### src/rtl/data_ram_arbiter.sv
// Arbitrates the single-port data RAM between the CPU and a host/loader port.
// Optional grant statistics are enabled by defining ARB_STATS_EN.
module data_ram_arbiter #(
  parameter int ADDR_W         = 16,
  parameter int DATA_W         = 8,
  parameter int RD_LAT         = 1,
  parameter int HOST_BURST_MAX = 4
) (
  input  logic              clk,
  input  logic              reset,
  input  logic              cpu_req,
  input  logic              cpu_we,
  input  logic [ADDR_W-1:0] cpu_addr,
  input  logic [DATA_W-1:0] cpu_wdata,
  output logic [DATA_W-1:0] cpu_rdata,
  output logic              cpu_ack,
  output logic              cpu_wait,
  input  logic              host_req,
  input  logic              host_we,
  input  logic [ADDR_W-1:0] host_addr,
  input  logic [DATA_W-1:0] host_wdata,
  output logic [DATA_W-1:0] host_rdata,
  output logic              host_ack,
  output logic              ram_we,
  output logic [ADDR_W-1:0] ram_addr,
  output logic [DATA_W-1:0] ram_din,
`ifdef ARB_STATS_EN
  input  logic              stat_clr,
  output logic [15:0]       stat_cpu_grant,
  output logic [15:0]       stat_host_grant,
  output logic [15:0]       stat_conflict,
`endif
  input  logic [DATA_W-1:0] ram_dout
);

  localparam int BW = $clog2(HOST_BURST_MAX + 1);
  localparam int WW = (RD_LAT > 1) ? $clog2(RD_LAT) : 1;
  localparam logic [BW-1:0] BURST_MAX = BW'(HOST_BURST_MAX);

  typedef enum logic [1:0] {S_IDLE, S_ACCESS, S_WAIT, S_DONE} state_e;
  typedef enum logic {GRANT_CPU, GRANT_HOST} grant_e;

  state_e            state_q, state_d;
  grant_e            last_grant_q, last_grant_d;
  logic [BW-1:0]     burst_cnt_q, burst_cnt_d;
  logic [WW-1:0]     wait_cnt_q, wait_cnt_d;
  logic              ram_we_q, ram_we_d;
  logic [ADDR_W-1:0] ram_addr_q, ram_addr_d;
  logic [DATA_W-1:0] ram_din_q, ram_din_d;
  logic              cpu_ack_q, cpu_ack_d, host_ack_q, host_ack_d;
  logic [DATA_W-1:0] cpu_rdata_q, cpu_rdata_d, host_rdata_q, host_rdata_d;
  logic              grant_host;

  // Host wins when alone, right after a CPU grant, or while its burst allowance lasts.
  assign grant_host = host_req & (~cpu_req | (last_grant_q == GRANT_CPU) |
                                  (burst_cnt_q < BURST_MAX));

  always_comb begin
    // NOTE: every _d gets a default first so no path leaves it unassigned (no latches).
    state_d      = state_q;
    last_grant_d = last_grant_q;
    burst_cnt_d  = burst_cnt_q;
    wait_cnt_d   = wait_cnt_q;
    ram_we_d     = 1'b0;
    ram_addr_d   = ram_addr_q;
    ram_din_d    = ram_din_q;
    cpu_ack_d    = 1'b0;
    host_ack_d   = 1'b0;
    cpu_rdata_d  = cpu_rdata_q;
    host_rdata_d = host_rdata_q;
    case (state_q)
      S_IDLE: begin
        if (cpu_req | host_req) begin
          state_d = S_ACCESS;
          if (grant_host) begin
            last_grant_d = GRANT_HOST;
            ram_we_d     = host_we;
            ram_addr_d   = host_addr;
            ram_din_d    = host_wdata;
            if (burst_cnt_q != BURST_MAX) burst_cnt_d = burst_cnt_q + 1'b1;
          end else begin
            last_grant_d = GRANT_CPU;
            ram_we_d     = cpu_we;
            ram_addr_d   = cpu_addr;
            ram_din_d    = cpu_wdata;
            burst_cnt_d  = '0;
          end
        end
      end
      S_ACCESS: begin
        if (ram_we_q) begin
          state_d    = S_DONE;
          cpu_ack_d  = (last_grant_q == GRANT_CPU);
          host_ack_d = (last_grant_q == GRANT_HOST);
        end else begin
          state_d    = S_WAIT;
          wait_cnt_d = WW'(RD_LAT - 1);
        end
      end
      S_WAIT: begin
        if (wait_cnt_q == '0) begin
          // Last latency edge: the RAM output belongs to the current owner.
          state_d = S_DONE;
          if (last_grant_q == GRANT_HOST) begin
            host_rdata_d = ram_dout;
            host_ack_d   = 1'b1;
          end else begin
            cpu_rdata_d = ram_dout;
            cpu_ack_d   = 1'b1;
          end
        end else begin
          wait_cnt_d = wait_cnt_q - 1'b1;
        end
      end
      S_DONE:  state_d = S_IDLE;
      default: state_d = S_IDLE;
    endcase
  end

  always_ff @(posedge clk or negedge reset) begin
    if (!reset) begin
      state_q      <= S_IDLE;
      last_grant_q <= GRANT_HOST;
      burst_cnt_q  <= BURST_MAX;
      wait_cnt_q   <= '0;
      ram_we_q     <= 1'b0;
      ram_addr_q   <= '0;
      ram_din_q    <= '0;
      cpu_ack_q    <= 1'b0;
      host_ack_q   <= 1'b0;
      cpu_rdata_q  <= '0;
      host_rdata_q <= '0;
    end else begin
      // NOTE: non-blocking assignments keep every flop sampling pre-edge values.
      state_q      <= state_d;
      last_grant_q <= last_grant_d;
      burst_cnt_q  <= burst_cnt_d;
      wait_cnt_q   <= wait_cnt_d;
      ram_we_q     <= ram_we_d;
      ram_addr_q   <= ram_addr_d;
      ram_din_q    <= ram_din_d;
      cpu_ack_q    <= cpu_ack_d;
      host_ack_q   <= host_ack_d;
      cpu_rdata_q  <= cpu_rdata_d;
      host_rdata_q <= host_rdata_d;
    end
  end

  assign cpu_ack    = cpu_ack_q;
  assign host_ack   = host_ack_q;
  assign cpu_rdata  = cpu_rdata_q;
  assign host_rdata = host_rdata_q;
  assign ram_we     = ram_we_q;
  assign ram_addr   = ram_addr_q;
  assign ram_din    = ram_din_q;
  assign cpu_wait   = cpu_req & ~cpu_ack_q;

`ifdef ARB_STATS_EN
  logic [15:0] stat_cpu_q, stat_cpu_d, stat_host_q, stat_host_d, stat_conf_q, stat_conf_d;
  logic        idle_req;

  assign idle_req = (state_q == S_IDLE) & (cpu_req | host_req);

  always_comb begin
    stat_cpu_d  = stat_cpu_q;
    stat_host_d = stat_host_q;
    stat_conf_d = stat_conf_q;
    if (stat_clr) begin
      stat_cpu_d  = '0;
      stat_host_d = '0;
      stat_conf_d = '0;
    end else begin
      if (idle_req && !grant_host && stat_cpu_q != 16'hFFFF) stat_cpu_d = stat_cpu_q + 16'd1;
      if (idle_req && grant_host && stat_host_q != 16'hFFFF) stat_host_d = stat_host_q + 16'd1;
      if (idle_req && cpu_req && host_req && stat_conf_q != 16'hFFFF)
        stat_conf_d = stat_conf_q + 16'd1;
    end
  end

  always_ff @(posedge clk or negedge reset) begin
    if (!reset) begin
      stat_cpu_q  <= '0;
      stat_host_q <= '0;
      stat_conf_q <= '0;
    end else begin
      stat_cpu_q  <= stat_cpu_d;
      stat_host_q <= stat_host_d;
      stat_conf_q <= stat_conf_d;
    end
  end

  assign stat_cpu_grant  = stat_cpu_q;
  assign stat_host_grant = stat_host_q;
  assign stat_conflict   = stat_conf_q;
`endif

endmodule

### config.mk
export PLATFORM = sky130hd
export DESIGN_NAME = data_ram_arbiter
export DESIGN_NICKNAME = d
export VERILOG_FILES = /design/src/rtl/data_ram_arbiter.sv
export SDC_FILE = /design/constraint.sdc
export NUM_CORES = 1
export LEC_CHECK = 0
export BUFFER_PORTS_ARGS = -buffer_cell sky130_fd_sc_hd__buf_2
export CAP_MARGIN = 20
export CORE_UTILIZATION = 46
export DETAILED_ROUTE_END_ITERATION = 10
export MAX_ROUTING_LAYER = met4
export PLACE_DENSITY = 0.82
export SYNTH_ARGS = -nofsm -noshare
export SYNTH_HDL_FRONTEND = slang
export SYNTH_SLANG_ARGS = --single-unit
### constraint.sdc
create_clock -name clk -period 1.7 [get_ports clk]
set_clock_uncertainty 0.1 [all_clocks]
set_input_delay 0.34 -clock clk [delete_from_list [all_inputs] [get_ports clk]]
set_output_delay 0.34 -clock clk [all_outputs]
set_load 0.01 [all_outputs]
==> results of run 1 <==
## state kept, by name, summed over array words and instances (netlist names)
register	flops
last_grant_q	1
cpu_rdata	8
cpu_ack	1
ram_din	8
host_rdata	8
burst_cnt_q	3
ram_we	1
ram_addr	16
state_q	2
host_ack	1
## kinds of logic (layout without fill, tap and decap cells)
logic type      count (synthesis)  in the layout  share of synthesized area (%)
simple gates                   67             67                           12.2
fa+ha+maj                       5              5                           2.83
buf+inv                        17            127                           4.64
compound gates                 64             64                           16.5
mux                            16             16                           8.15
flops                          49             49                           55.6
## worst paths after layout
kind | cells after the start | from | to
worst max-delay path | 4 | state_q[0]$_DFFE_PN0P_ | host_rdata[7]$_DFFE_PN0P_
worst min-delay path | 3 | cpu_wdata[2] | ram_din[2]$_DFFE_PN0P_
worst max register to register | 4 | state_q[0]$_DFFE_PN0P_ | host_rdata[7]$_DFFE_PN0P_
worst min register to register | 1 | cpu_rdata[5]$_DFFE_PN0P_ | cpu_rdata[5]$_DFFE_PN0P_
max in group asynchronous | 3 | reset | ram_addr[0]$_DFFE_PN0P_
min in group asynchronous | 2 | reset | ram_din[1]$_DFFE_PN0P_
## power breakdown
group          switching [µW]  internal [µW]  total [µW]
logic                    1280           1130        2410
registers                 294           1770        2060
clock network             369            478         848
## layer usage
layer	track usage [%]	vias up	routed length (µm)
met4	6.67	0	73
met1	24.4	867	2130
met2	35.7	86	2300
met3	6.19	6	434
li1	-	949	-
met5	-	-	0
## critical path: cells and delay by family, from the launching register on
kind	cells	cell delay, ns
muxes	1	0.38
buffers and inverters	1	0.08
DFF	1	0.39
and+or+nand+nor	1	0.28
adders and majority gates	1	0.23
## layout by cell type (no fill, tap or decap), types with 2 or more instances in the layout
| cell | Yosys | layout |
|---|---|---|
| sky130_fd_sc_hd__buf_12 | 0 | 3 |
| sky130_fd_sc_hd__nor2_1 | 27 | 27 |
| sky130_fd_sc_hd__buf_4 | 3 | 5 |
| sky130_fd_sc_hd__ha_1 | 5 | 5 |
| sky130_fd_sc_hd__dfrtp_1 | 47 | 47 |
| sky130_fd_sc_hd__nand2_1 | 33 | 33 |
| sky130_fd_sc_hd__clkbuf_8 | 0 | 6 |
| sky130_fd_sc_hd__o21ai_0 | 7 | 7 |
| sky130_fd_sc_hd__a21oi_2 | 7 | 7 |
| sky130_fd_sc_hd__dfstp_2 | 2 | 2 |
| sky130_fd_sc_hd__a21oi_1 | 45 | 45 |
| sky130_fd_sc_hd__mux2_2 | 16 | 16 |
| sky130_fd_sc_hd__inv_1 | 5 | 5 |
| sky130_fd_sc_hd__nor2b_1 | 3 | 2 |
| sky130_fd_sc_hd__a41o_1 | 2 | 2 |
| sky130_fd_sc_hd__buf_2 | 7 | 105 |
## area by class of cell
type | instances | area (µm²)
Clock buffer | 6 | 82.6
Clock inverter | 2 | 37.5
Fill cell | 392 | 1530
Inverter | 5 | 18.8
Multi-Input combinational cell | 152 | 881
Sequential cell | 49 | 1230
Tap cell | 52 | 65.1
Timing Repair Buffer | 114 | 633
## through the flow
step | util, % | cell area [µm²] | power, µW | std cells | hold WS, ns
6_report | 65.9 | 2950 | 5320 | 380 | 0.164
5_1_grt | 65.9 | 2950 | 5740 | 380 | 0.162
4_1_cts | 65.9 | 2950 | 5380 | 380 | 0.160
3_5_place_dp | 62.9 | 2820 | 4520 | 371 | 0.186
3_3_place_gp | 62.9 | 2820 | 4430 | 371 | 0.181
2_1_floorplan | - | 2210 | 3560 | 218 | -0.0556
==> implementation parameters, run 1 <==
Parameter                              Value

Outcome
  Status ... finished, violations left
  Violated checks ... DRC

Critical path
  R2r setup slk ... about 0.12 ns
  Critical path class ... reg -> reg
  Startpoint class of the critical path ... register
  Required arrival time at the worst endpoint ... around 1.8 ns
  CP max stage cell ... sky130_fd_sc_hd__dfrtp_1
  Cells traversed along the worst timing path ... inv_1 -> ha_1 -> nand2_1 -> mux2_2
  Type of element capturing the critical path ... register
  Arrival time of the worst setup path ... about 1.7 ns
  Maximum fanout along the worst path ... 8
  Slowest Stage Delay on Critical Path ... around 0.4 ns

Synthesis
  Number of storage elements in the synthesis netlist ... 49
  Number of nets in the synthesized netlist ... about 290
  Sequential fraction of the synthesis area ... 55.6%
  Most common flop cell mapped by yosys ... sky130_fd_sc_hd__dfrtp_1
  YS warnings ... 0
  Top post-synthesis cells by count ... sky130_fd_sc_hd__dfrtp_1, sky130_fd_sc_hd__a21oi_1, sky130_fd_sc_hd__nand2_1
  Mapped Area ... 2210 µm²
  Yosys top cell by area ... sky130_fd_sc_hd__dfrtp_1
  Post-synthesis instance total ... ~220
  Synth top area share ... 53.2%
  Number of flops mapped to enable cells by yosys ... 0
  Average footprint of a synthesized cell ... 10.1 µm²
  Synth async-reset ratio ... 100%
  Cell variety after synth ... 23
  Biggest area contributors in the synthesized netlist ... sky130_fd_sc_hd__dfrtp_1, sky130_fd_sc_hd__a21oi_1, sky130_fd_sc_hd__mux2_2
  Leading cell type by number of instances after synthesis ... sky130_fd_sc_hd__dfrtp_1

Global routing
  Vias in the first global route ... roughly 1800
  Global-route wire length before repair ... about 8.0 mm
  Final global-route overflow total ... 0
  Number of antenna violations at the first check in global routing ... 0
  Aggregate global-route resource usage ... 21.1%
  Largest net degree at the start of global routing ... 30

STA
  Count of endpoints failing setup in the final report ... 0
  Period Utilization, post-route ... ~93%
  Tightest slew margin relative to the limit ... 73.8%
  Unrepaired setup endpoints after global routing ... no
  Worst slew pin tran ... between 0.3 and 0.4 ns
  Maximum clock frequency ... approximately 630 MHz
  Setup TNS Final ... 0 ns
  Fin crit period ... about 1.6 ns
  Hold Violations, Final ... 0
  Worst Slack Setup Final ... about 0.12 ns
  Count of final max-slew check failures ... 0

Cells and area
  Net count of the finished layout ... just under 400
  Fraction of layout instances using a drive strength above 1 ... a little under half
  Layout overhead on the synthesized area ... 33.4%
  Number of diodes added for antenna fixing ... 0

Detailed routing
  Post-detailed-route wirelength per cell ... approximately 13 µm
  Number of DRC violations after detailed-routing iteration 0 ... 91
  Routed wire length ... a little under 5 mm
  DRT antenna net count ... 0
  Avg Vias per Cell ... 5.02
  Vias after detailed routing ... about 1900
  First-pass detailed-route iteration total ... 7
  Count of unresolved DRC violations after routing ... 12

CTS
  TritonCTS clock tree ... yes
  Latest clock arrival within the worst-skew pair ... 0.29 ns
  Hold_buf cts ... 1
  Maximum level of the CTS H-tree ... 2
  Post-CTS clock slew at the launch and capture registers of the worst setup and hold paths ... ~0.090 ns
  Number of buffers added for setup after CTS ... 0
  Maximum buffer depth of the clock tree ... 2
  Number of instances resized during post-cts repair ... 0
  Clock buffer count from CTS ... 5
  Sink count of the clock tree ... slightly below 50
  Clock root buffer ... sky130_fd_sc_hd__clkbuf_8

Die
  Std cell rows ... 24
  Core Area ... about 4500 µm²
  Initial standard-cell utilization of the core ... between 40% and 50%
  Overall die area ... 5080 µm²
  Boundary Pins ... approximately 110
  Width of the die ... about 70 µm
  Die boundary height ... approximately 71 µm

Power and ir drop
  IR drop worst, VDD ... about 1 mV
  P_leak ... 0.00147 µW
  Power per cell area ... around 1800 nW/µm²

Placed design
  Final weighted congestion in routability-driven placement ... a little under 0.8
  Number of port buffers ... 105
  Worst-case setup slack after placement ... 0.157 ns
  Detailed placement HPWL ... 3.74 mm

Run
  Maxcap violations ... 0

Worst hold path
  Hold Path Class ... in -> reg
Power figures use the tool's default switching activity.
==> run 2, diff against run 1 <==
--- a/config.mk
+++ b/config.mk
@@ -5,12 +5,14 @@
 export SDC_FILE = /design/constraint.sdc
 export NUM_CORES = 1
 export LEC_CHECK = 0
-export BUFFER_PORTS_ARGS = -buffer_cell sky130_fd_sc_hd__buf_2
+export BUFFER_PORTS_ARGS = -buffer_cell sky130_fd_sc_hd__buf_4
 export CAP_MARGIN = 20
+export CORE_MARGIN = 4
 export CORE_UTILIZATION = 46
 export DETAILED_ROUTE_END_ITERATION = 10
 export MAX_ROUTING_LAYER = met4
 export PLACE_DENSITY = 0.82
+export SKIP_LAST_GASP = 1
 export SYNTH_ARGS = -nofsm -noshare
 export SYNTH_HDL_FRONTEND = slang
 export SYNTH_SLANG_ARGS = --single-unit
==> implementation parameters, run 2 (same netlist as run 1, synthesis figures left out) <==
Parameter                              Value

Detailed routing
  Routed wire length ... around 5.6 mm
  DRT antenna net count ... 0
  Number of DRC violations after detailed-routing iteration 0 ... 60
  Count of unresolved DRC violations after routing ... 0
  Post-detailed-route wirelength per cell ... ~15 µm
  Vias after detailed routing ... about 1900
  Avg Vias per Cell ... between 5 and 6
  First-pass detailed-route iteration total ... 4

Placed design
  Detailed placement HPWL ... approximately 4.2 mm
  Cell count after placement ... 370
  Final weighted congestion in routability-driven placement ... a little over 0.8
  Worst-case setup slack after placement ... approximately 0.12 ns
  Number of port buffers ... 105

STA
  Unrepaired setup endpoints after global routing ... no
  Maximum clock frequency ... around 620 MHz
  Setup TNS Final ... 0 ns
  Worst slew pin tran ... slightly below 0.6 ns
  Count of final max-slew check failures ... 0
  Worst Slack Setup Final ... slightly above 0.09 ns
  Hold Violations, Final ... 0
  Tightest slew margin relative to the limit ... between 60% and 70%
  Count of endpoints failing setup in the final report ... 0
  Period Utilization, post-route ... a little over nine tenths
  Fin crit period ... roughly 1.6 ns

Power and ir drop
  IR drop worst, VDD ... 1.02 mV
  P_leak ... about 0.0015 µW
  Power per cell area ... 1740 nW/µm²

Global routing
  Global-route wire length before repair ... 9.33 mm
  Number of antenna violations at the first check in global routing ... 0
  Final global-route overflow total ... 0
  Vias in the first global route ... ~2000
  Largest net degree at the start of global routing ... 50
  Aggregate global-route resource usage ... around a fifth

Die
  Boundary Pins ... 106
  Core Area ... between 4000 and 5000 µm²
  Die boundary height ... slightly below 80 µm
  Std cell rows ... 24
  Width of the die ... 77.3 µm
  Initial standard-cell utilization of the core ... 49.1%
  Overall die area ... between 5000 and 6000 µm²

Critical path
  Crit path max-delay family ... flip-flops
  Cells traversed along the worst timing path ... inv_1 -> ha_1 -> nand2_1 -> mux2_2
  Required arrival time at the worst endpoint ... 1.78 ns
  Maximum fanout along the worst path ... 8
  CP max stage cell ... sky130_fd_sc_hd__dfrtp_1
  Critical path class ... reg -> reg
  Startpoint class of the critical path ... register
  Type of element capturing the critical path ... register
  Buffer and inverter count on the worst path ... 1
  Slowest Stage Delay on Critical Path ... 0.41 ns
  Arrival time of the worst setup path ... ~1.7 ns

Cells and area
  Fillers ... ~360
  Number of flip-flops in the largest register ... 16
  Layout overhead on the synthesized area ... 42.8%
  Commonest cells after routing, fill and taps aside ... sky130_fd_sc_hd__buf_4, sky130_fd_sc_hd__dfrtp_1, sky130_fd_sc_hd__a21oi_1, sky130_fd_sc_hd__nand2_1, sky130_fd_sc_hd__nor2_1
  Leading cell type in the layout, fill and taps excluded ... sky130_fd_sc_hd__buf_4
  Fraction of layout instances using a drive strength above 1 ... ~45%
  Net count of the finished layout ... roughly 400
  Number of diodes added for antenna fixing ... 0
  Final std cells w/o fill ... roughly 380

CTS
  Clock root buffer ... sky130_fd_sc_hd__clkbuf_8
  Sink count of the clock tree ... 49
  TritonCTS clock tree ... yes
  Latest clock arrival within the worst-skew pair ... approximately 0.3 ns
  Post-CTS clock slew at the launch and capture registers of the worst setup and hold paths ... around 0.090 ns
  Maximum buffer depth of the clock tree ... 2
  Clock buffer count from CTS ... 5
  Maximum level of the CTS H-tree ... 2

Outcome
  Status ... complete, no violations

Worst hold path
  Hold Path Class ... in -> reg

Run
  Maxcap violations ... 0
## run 2: report_power, final
group          leakage [µW]  internal, µW  switching, µW
clock             0.0000450           286            367
combinational      0.000928          1430           1300
sequential         0.000567          1770            336
## run 2: routing by layer
layer	wire length, µm	part of all wire [%]	GRT usage (%)	up-vias
li1	-	-	-	948
met1	2430	43	24.2	891
met2	2580	46	31.0	85
met3	575	10	7.03	2
met4	31	0.55	3.91	0
met5	0	0	-	-
## run 2: cell type report
class | count | area [µm²] | share of cell area, %
clock buffer | 6 | 72.6 | 2.30
multi-input combinational | 152 | 883 | 28.0
sequential | 49 | 1230 | 39.0
tap | 52 | 65.1 | 2.06
timing repair buffer | 113 | 876 | 27.8
clock inverter | 2 | 10.0 | 0.317
inverter | 5 | 18.8 | 0.595
## run 2: repair_timing
| action | 4_1_cts | 5_1_grt |
|---|---|---|
| hold buffers | 1 | 0 |
| setup buffers | 0 | 0 |
| endpoints found under the setup margin | 0 | 10 |
| hold endpoints to repair | 47 | 0 |
| gates resized for setup | 0 | 1 |
## run 2: path summary, 6_finish.rpt
kind / from / endpoint / slack [ns] / cells past startpoint
worst max register to register: state_q[0]$_DFFE_PN0P_ / host_rdata[5]$_DFFE_PN0P_ / 0.09 / 4
worst min register to register: host_rdata[3]$_DFFE_PN0P_ / host_rdata[3]$_DFFE_PN0P_ / 0.42 / 1
worst min-delay path: ram_dout[3] / host_rdata[3]$_DFFE_PN0P_ / 0.18 / 2
max in group asynchronous: reset / state_q[1]$_DFFE_PN0P_ / 0.60 / 2
min in group asynchronous: reset / host_rdata[4]$_DFFE_PN0P_ / 0.51 / 2
worst max-delay path: state_q[0]$_DFFE_PN0P_ / host_rdata[5]$_DFFE_PN0P_ / 0.09 / 4
## run 2: metrics by stage
step,power [µW],util [%],area (µm²),hold slack (ns)
2_1_floorplan,3560,-,2210,-0.0556
3_3_place_gp,4790,67.9,3060,0.288
3_5_place_dp,4880,67.9,3060,0.288
4_1_cts,5550,70.0,3150,0.168
5_1_grt,5910,70.0,3150,0.170
6_report,5490,70.0,3150,0.177
